### src/rtl/morph_mode_ctrl.sv
`default_nettype none
// ============================================================================
// Module      : morph_mode_ctrl
// Description : Frame-synchronous mode controller for the two-stage binary
//               morphology pipeline. It accepts mode requests through a
//               valid/ready handshake, applies them only at a frame boundary,
//               blanks the output while the line buffers refill, and checks
//               line length and line count of the incoming sync stream.
// Ports       : clk, rst            - pixel clock, synchronous active-high reset
//               de_in, h_sync_in,
//               v_sync_in           - incoming stream timing (de_in monitor only)
//               mode_req[2:0],
//               mode_req_valid,
//               mode_req_ready      - mode request handshake
//               stage1_sel[1:0],
//               stage2_sel[1:0]     - 00 bypass, 01 erosion, 10 dilation
//               mode_active[2:0]    - mode currently applied
//               blank_out           - force pipeline output to black
//               mode_done           - pulse when blanking ends after a switch
//               mode_err            - pulse when an illegal mode is accepted
//               geom_err            - sticky line-length mismatch flag
//               lines_per_frame     - h_sync rises counted in previous frame
// Revision    : 1.0 - initial release
// ============================================================================
module morph_mode_ctrl #(
  parameter int H_SIZE       = 1664,
  parameter int FLUSH_FRAMES = 1
) (
  input  logic        clk,
  input  logic        rst,
  input  logic        de_in,
  input  logic        h_sync_in,
  input  logic        v_sync_in,
  input  logic [2:0]  mode_req,
  input  logic        mode_req_valid,
  output logic        mode_req_ready,
  output logic [1:0]  stage1_sel,
  output logic [1:0]  stage2_sel,
  output logic [2:0]  mode_active,
  output logic        blank_out,
  output logic        mode_done,
  output logic        mode_err,
  output logic        geom_err,
  output logic [11:0] lines_per_frame
);

  typedef enum logic [1:0] {
    ST_IDLE    = 2'd0,
    ST_RUN     = 2'd1,
    ST_PENDING = 2'd2,
    ST_FLUSH   = 2'd3
  } state_t;

  localparam logic [3:0]  c_flush_init = 4'(FLUSH_FRAMES);
  localparam logic [15:0] c_h_size     = 16'(H_SIZE);
  localparam logic [2:0]  c_mode_max   = 3'd4;

  state_t      r_state;
  state_t      w_state_nxt;

  logic        r_vs_q;
  logic        r_hs_q;
  logic        w_vs_rise;
  logic        w_hs_rise;

  logic [2:0]  r_pend_mode;
  logic [3:0]  r_flush_cnt;
  logic [2:0]  r_mode_active;
  logic        r_mode_done;
  logic        r_mode_err;

  logic        r_geom_err;
  logic        r_hs_seen;
  logic [15:0] r_line_clk;
  logic [11:0] r_line_cnt;
  logic [11:0] r_lines_per_frame;
  logic [11:0] w_line_cnt_inc;

  logic        w_ready;
  logic        w_blank;
  logic        w_legal_req;
  logic        w_store;
  logic        w_start_flush;
  logic [2:0]  w_new_mode;
  logic        w_dec_flush;
  logic        w_done;
  logic        w_err;

  logic        w_unused;

  // de_in is carried for stream-monitoring symmetry only.
  assign w_unused    = de_in;

  assign w_vs_rise   = v_sync_in & ~r_vs_q;
  assign w_hs_rise   = h_sync_in & ~r_hs_q;
  assign w_legal_req = (mode_req <= c_mode_max);

  // --------------------------------------------------------------------------
  // State register
  // --------------------------------------------------------------------------
  always_ff @(posedge clk) begin
    if (rst) begin
      r_state <= ST_IDLE;
    end else begin
      r_state <= w_state_nxt;
    end
  end

  // --------------------------------------------------------------------------
  // Next state and control decode
  // --------------------------------------------------------------------------
  always_comb begin
    w_state_nxt   = r_state;
    w_ready       = 1'b0;
    w_blank       = 1'b1;
    w_store       = 1'b0;
    w_start_flush = 1'b0;
    w_new_mode    = 3'd0;
    w_dec_flush   = 1'b0;
    w_done        = 1'b0;
    w_err         = 1'b0;
    case (r_state)
      ST_IDLE: begin
        if (w_vs_rise) begin
          w_state_nxt   = ST_FLUSH;
          w_start_flush = 1'b1;
          w_new_mode    = 3'd0;
        end
      end
      ST_RUN: begin
        // A vs_rise here is ignored, so a request accepted on a frame
        // boundary waits in PENDING for the following boundary.
        w_ready = 1'b1;
        w_blank = 1'b0;
        if (mode_req_valid) begin
          if (w_legal_req) begin
            w_state_nxt = ST_PENDING;
            w_store     = 1'b1;
          end else begin
            w_err = 1'b1;
          end
        end
      end
      ST_PENDING: begin
        // The old mode keeps running unblanked until the boundary.
        w_blank = 1'b0;
        if (w_vs_rise) begin
          w_state_nxt   = ST_FLUSH;
          w_start_flush = 1'b1;
          w_new_mode    = r_pend_mode;
        end
      end
      ST_FLUSH: begin
        if (w_vs_rise) begin
          w_dec_flush = (r_flush_cnt != 4'd0);
          // Count of 1 (or 0 from an out-of-range parameter) ends blanking.
          if (r_flush_cnt <= 4'd1) begin
            w_state_nxt = ST_RUN;
            w_done      = 1'b1;
          end
        end
      end
      default: begin
        w_state_nxt = ST_IDLE;
      end
    endcase
  end

  // --------------------------------------------------------------------------
  // Mode datapath
  // --------------------------------------------------------------------------
  always_ff @(posedge clk) begin
    if (rst) begin
      r_vs_q        <= 1'b0;
      r_hs_q        <= 1'b0;
      r_pend_mode   <= 3'd0;
      r_flush_cnt   <= 4'd0;
      r_mode_active <= 3'd0;
      r_mode_done   <= 1'b0;
      r_mode_err    <= 1'b0;
    end else begin
      r_vs_q      <= v_sync_in;
      r_hs_q      <= h_sync_in;
      r_mode_done <= w_done;
      r_mode_err  <= w_err;
      if (w_store) begin
        r_pend_mode <= mode_req;
      end
      if (w_start_flush) begin
        r_flush_cnt   <= c_flush_init;
        r_mode_active <= w_new_mode;
      end else if (w_dec_flush) begin
        r_flush_cnt <= r_flush_cnt - 4'd1;
      end
    end
  end

  // --------------------------------------------------------------------------
  // Line geometry and line counting
  // --------------------------------------------------------------------------
  assign w_line_cnt_inc = (w_hs_rise && (r_line_cnt != 12'hFFF)) ?
                          (r_line_cnt + 12'd1) : r_line_cnt;

  always_ff @(posedge clk) begin
    if (rst) begin
      r_geom_err        <= 1'b0;
      r_hs_seen         <= 1'b0;
      r_line_clk        <= 16'd0;
      r_line_cnt        <= 12'd0;
      r_lines_per_frame <= 12'd0;
    end else begin
      // line_clk reads 1 on the cycle after hs_rise, so a correct line
      // shows exactly H_SIZE on the cycle of the next hs_rise.
      if (w_hs_rise) begin
        r_line_clk <= 16'd1;
        r_hs_seen  <= 1'b1;
        if (r_hs_seen && (r_line_clk != c_h_size)) begin
          r_geom_err <= 1'b1;
        end
      end else if (r_line_clk != 16'hFFFF) begin
        r_line_clk <= r_line_clk + 16'd1;
      end

      // An hs_rise coincident with vs_rise belongs to the closing frame.
      if (w_vs_rise) begin
        r_lines_per_frame <= w_line_cnt_inc;
        r_line_cnt        <= 12'd0;
      end else begin
        r_line_cnt <= w_line_cnt_inc;
      end
    end
  end

  // --------------------------------------------------------------------------
  // Stage select decode
  // --------------------------------------------------------------------------
  always_comb begin
    stage1_sel = 2'b00;
    stage2_sel = 2'b00;
    case (r_mode_active)
      3'd1: begin stage1_sel = 2'b01; stage2_sel = 2'b00; end
      3'd2: begin stage1_sel = 2'b10; stage2_sel = 2'b00; end
      3'd3: begin stage1_sel = 2'b01; stage2_sel = 2'b10; end
      3'd4: begin stage1_sel = 2'b10; stage2_sel = 2'b01; end
      default: begin stage1_sel = 2'b00; stage2_sel = 2'b00; end
    endcase
  end

  assign mode_req_ready  = w_ready;
  assign blank_out       = w_blank;
  assign mode_active     = r_mode_active;
  assign mode_done       = r_mode_done;
  assign mode_err        = r_mode_err;
  assign geom_err        = r_geom_err;
  assign lines_per_frame = r_lines_per_frame;

endmodule
`default_nettype wire

### config.mk
export PLATFORM = sky130hd
export DESIGN_NAME = morph_mode_ctrl
export DESIGN_NICKNAME = d
export VERILOG_FILES = /design/src/rtl/morph_mode_ctrl.sv
export SDC_FILE = /design/constraint.sdc
export NUM_CORES = 1
export LEC_CHECK = 0
export ABC_AREA = 1
export CAP_MARGIN = 20
export CORE_MARGIN = 2
export CORE_UTILIZATION = 54
export CTS_BUF_LIST = sky130_fd_sc_hd__clkbuf_4 sky130_fd_sc_hd__clkbuf_8
export DETAILED_ROUTE_END_ITERATION = 7
export GPL_TIMING_DRIVEN = 0
export HOLD_SLACK_MARGIN = 0.03
export PLACE_DENSITY = 0.82
export RECOVER_POWER = 50
export SLEW_MARGIN = 0
export SYNTH_ARGS = -nofsm -noshare
export SYNTH_HDL_FRONTEND = slang
export SYNTH_SLANG_ARGS = --single-unit
export TNS_END_PERCENT = 10
### constraint.sdc
create_clock -name clk -period 1.9 [get_ports clk]
set_input_delay 0.475 -clock clk [delete_from_list [all_inputs] [get_ports clk]]
set_output_delay 0.475 -clock clk [all_outputs]
set_load 0.05 [all_outputs]
# After elaboration in Yosys (flattened, before gate mapping)
# Index checks and enable logic that the tools add are counted.
[op_classes]
add_sub_neg = 3
magnitude_cmp = 2
eq_ne = 15
mux = 26
n_bitwise = 8
n_reduce_logical = 17
[op_table]
columns = ["op", "count"]
rows = [
  ["$add A16 B1 Y16 const B", 1],
  ["$ne A16 B11 Y1 const B", 1],
  ["$ne A16 B16 Y1 const B", 1],
  ["$mux W1", 15],
  ["$reduce_or A2 Y1", 7],
  ["$add A12 B1 Y12 const B", 1],
  ["$mux W12", 1],
  ["$ne A12 B12 Y1 const B", 1],
  ["$mux W2", 5],
  ["$ne A2 B2 Y1 const B", 4],
  ["$pmux W2 S2", 2],
  ["$eq A3 B2 Y1 const B", 2],
  ["$mux W3", 2],
  ["$not A1 Y1", 6],
  ["$pmux W2 S3", 1],
  ["$reduce_or A3 Y1", 2],
  ["$reduce_and A5 Y1", 1],
  ["$eq A2 B2 Y1 const B", 2],
  ["$le A4 B1 Y1 const B", 1],
  ["$reduce_bool A2 Y1", 2],
  ["$reduce_bool A4 Y1", 1],
  ["$sub A4 B1 Y4 const B", 1],
  ["$eq A3 B1 Y1 const B", 1],
  ["$eq A3 B3 Y1 const B", 1],
  ["other kinds (7)", 9],
]
[word_totals]
register_bits = 58
input_bits = 9
output_inout_bits = 24
elab_cells = 86

# Longest topological paths before layout
[depth]
ltp_word = 6
mapped_depth = 10

# Worst setup path before layout
# Ideal clock, no wire load.
[synth_path]
path_type = "register -> output"
startpoint = "register r_mode_active[0], in the netlist mode_active[0]"
endpoint = "output stage2_sel[1]"
arrival_ps = 1891
required_ps = 1425
slack_ps = -466
stages_incl_launch_ff = 3
path_buffers = 0
cell_sequence = "dfxtp_1 inv_1 nor3_1"
[synth_via]
elab_chain_cells = 2
elab_cells_between_ends = 3
classes_between = "eq/ne: 2; mux: 1"
[synth_lines]
columns = ["element", "line_no", "rtl"]
rows = [
  ["start, declared", "68", "logic [2:0] r_mode_active;"],
  ["start signal, assigned", "191", "r_mode_active <= w_new_mode;"],
  ["$eq A3 B3 Y1 or $eq A3 B2 Y1 (tied branches)", "240", "case (r_mode_active)"],
  ["$pmux W2 S2 (*)", "240", ""],
  ["end, declared", "38", "output logic [1:0] stage2_sel,"],
]
# Every way passes the cells marked *; elsewhere a longest branch is shown, timed or not.

# Worst setup path in the final report
[layout_path]
startpoint = "register r_mode_active[2], in the netlist mode_active[2]"
endpoint = "output stage1_sel[1]"
[layout_via]
elab_chain_cells = 3
elab_cells_between_ends = 7
classes_between = "eq/ne: 4; mux: 1; reduce/logical: 2"
[layout_lines]
columns = ["element", "line_no", "rtl"]
rows = [
  ["$eq A3 B3 Y1, or another cell as far along", "240", ""],
  ["$reduce_or A2 Y1 (no source line)", "--", ""],
  ["$pmux W2 S2 (*)", "240", ""],
  ["end, declared", "37", "output logic [1:0] stage1_sel,"],
]
# Marks and branches as above.

==> run_results.csv <==
group,metric,value,unit
die,coreArea,5170,um2
clocking,clkLatencyLatePin,350,ps
clocking,post_cts_buffers,0,
drt,vias_per_cell,5.02,
place,gp_congestion,0.893,
hold_path,hold_class,"in2reg",
synthesis,synth_cell_types,32,
finish,layout.nets,480,
global_route,antenna_found_initial,0,
timing,worstMarginPinSlew,494,ps
synthesis,synthArstFlopShare,0,%
worst_setup_path,r2r_setup_slack,140,ps
finish,drive_gt1_share,11.2,%
timing,fmax,0.545,GHz
timing,final_hold_viol_count,0,
worst_setup_path,timing.rr.start,"r_line_clk[0]$_SDFFE_PP0P_",
synthesis,synth_edf_count,0,
clocking,cts_tree,"done",
worst_setup_path,start_kind,"flop",
finish,final_common_cell,"nand2_1",
finish,multiInputGateArea,1470,um2
die,die_w,77.7,um
place,dp_hpwl,4720,um
timing,setup_ws,65.6,ps
timing,fin_crit_sh,96.5,%
clocking,cts_max_path_buffers,2,
die,chipHeight,77.7,um
clocking,clockRootBuffer,"clkbuf_8",
power_and_ir_drop,peakVddDrop,785,uV
hold_path,hold_path_depth,2,
global_route,grt-ovfl-total,0,
finish,fillers,444,
timing,skew,8.89,ps
worst_setup_path,critPathMaxFanout,5,
finish,diodes,0,
drt,vias,2690,
worst_setup_path,cp.required,1420,ps
timing,slew_viol_final,0,
worst_setup_path,cp-end-kind,"output pin",
timing,rsz0062_at_grt,"no",
global_route,grt_pass1_wl,11000,um
worst_setup_path,reg2regPathDepth,7,
place,post-place-ws,-136,ps
place,portBuffers,30,
synthesis,synthCells,420,
status,status,"finished, final reports clean",
timing,setup_viol,0,
synthesis,synthFlopType,"dfxtp_1",
timing,relSlewSlack,67.2,%
worst_setup_path,crit_start,"mode_active[2]$_SDFFE_PP0P_",
clocking,clk_pin_slew_worst_paths,70,ps
global_route,grt_max_degree,12,
timing,layout_min_cycle_time,1830,ps
synthesis,yosysSeqAreaShare,39.6,%
finish,area_growth,18.4,%
clocking,htree_levels,3,
synthesis,ys_ff_latch,58,
die,fp.dieArea,6040,um2
die,row_count,26,
clocking,numCtsBuffers,9,
die,ios,33,
clocking,cts_sinks,58,
global_route,grt_pass1_vias,2592,
drt,routedWlPerCell,11.8,um
global_route,grt_usage,22.9,%
worst_setup_path,cp.arrival,1360,ps
timing,finalSetupTns,0,ps
die,start_util,56.7,%
synthesis,synthesis.nets,439,
power_and_ir_drop,leakagePower,0.00156,uW
drt,drtIter0Drc,82,
worst_setup_path,setup.worst_path.end,"stage1_sel[1]",
synthesis,synthesis.area,2930,um2
drt,drc,0,
drt,drtPass1Iterations,4,
worst_setup_path,r2r_end,"r_line_clk[6]$_SDFFE_PP0P_",
drt,wl,6330,um
synthesis,avgSynthCellArea,6.99,um2
synthesis,synth_warnings,0,
finish,ff_latch_area,1160,um2
flow_run,drv_cap,0,
power_and_ir_drop,p_per_area,835,nW/um2
worst_setup_path,path_class,"reg2out",
finish,final_cell_mix,"nand2_1 (110), inv_1 (64), dfxtp_1 (58)",
drt,antenna_left,0,
==> final cells by class <==
class | instances | share of cell area (%)
inverter | 67 | 7.31
timing repair buffer | 30 | 7.71
sequential | 58 | 33.4
clock inverter | 6 | 1.91
clock buffer | 10 | 3.78
buffer | 5 | 1.12
multi-input combinational | 290 | 42.2
tap | 70 | 2.52
==> Yosys cell counts, drive strengths merged, types with 2 or more instances <==
library cell	number	share of area, %
xnor2	2	0.60
nand3	41	7.4
buf	4	1.2
inv	67	8.7
xor2	2	0.60
a21oi	17	2.9
o22ai	3	0.64
ha	10	4.3
nand4	7	1.5
or2	2	0.43
nand2	117	16
o21ai	18	3.1
nor3	7	1.7
o21bai	2	0.51
nor2	53	9.1
dfxtp	58	40
a31oi	8	1.7
==> metal layers <==
metal	routed length (um)	track usage, %	vias to the layer above
li1	-	-	1419
met1	2800	25.4	1227
met2	3200	41.6	33
met3	226	4.30	11
met4	93	10.7	0
met5	0	0	-
==> repair_timing <==
action                                  4_1_cts  5_1_grt
gates resized for setup                      39        4
endpoints found under the setup margin       24        3
gates cloned                                  0        0
hold buffers                                  0        0
endpoints found under the hold margin         0        0
==> logic make-up after synthesis <==
| kind of cell | Yosys count | share of synthesized area (%) |
|---|---|---|
| AOI/OAI and AO/OA | 48 | 8.83 |
| xor gates and xnor gates | 4 | 1.19 |
| adders and majority gates | 10 | 4.26 |
| buffers and inverters | 72 | 9.98 |
| DFF | 58 | 39.6 |
| and+or+nand+nor | 228 | 36.2 |
==> state kept, by name (all words and copies together), names as in the netlist, 2 cells and up <==
register,count
lines_per_frame,12
r_state,2
r_flush_cnt,4
r_pend_mode,3
r_line_cnt,12
mode_active,3
r_line_clk,16
==> how the worst min path moves through the flow <==
stage	slack, ps	from	end
after floorplan	430	r_pend_mode[0]$_SDFFE_PP0P_	r_pend_mode[0]$_SDFFE_PP0P_
after global placement	440	lines_per_frame[4]$_SDFFE_PP0N_	lines_per_frame[4]$_SDFFE_PP0N_
after detailed placement	440	lines_per_frame[4]$_SDFFE_PP0N_	lines_per_frame[4]$_SDFFE_PP0N_
after CTS	340	rst	r_line_clk[0]$_SDFFE_PP0P_
after global routing	340	rst	r_hs_q$_SDFF_PP0_
final	340	rst	r_line_clk[0]$_SDFFE_PP0P_
==> through the flow <==
step | hold slack, ps | std cells | util, % | instance area [um2] | total power, uW
finish | 338 | 536 | 67.2 | 3470 | 2900
global placement | 441 | 520 | 64.4 | 3330 | 1790
global route | 341 | 536 | 67.2 | 3470 | 3020
CTS | 342 | 536 | 67.7 | 3500 | 2920
floorplan | 430 | 420 | - | 2940 | 1670
detailed placement | 439 | 520 | 64.4 | 3330 | 1810
==> critical path, stage by stage (launching register included) <==
cell and delay (ps):
dfxtp_1 350, inv_1 90, nand2_1 70, a21oi_2 130, clkdlybuf4s18_2 370
==> power by group <==
group          switching [uW]  internal, uW
Sequential               31.9          1260
Combinational             321           144
Clock                     521           621
Total                     873          2030
(Power assumes the default switching activity.)
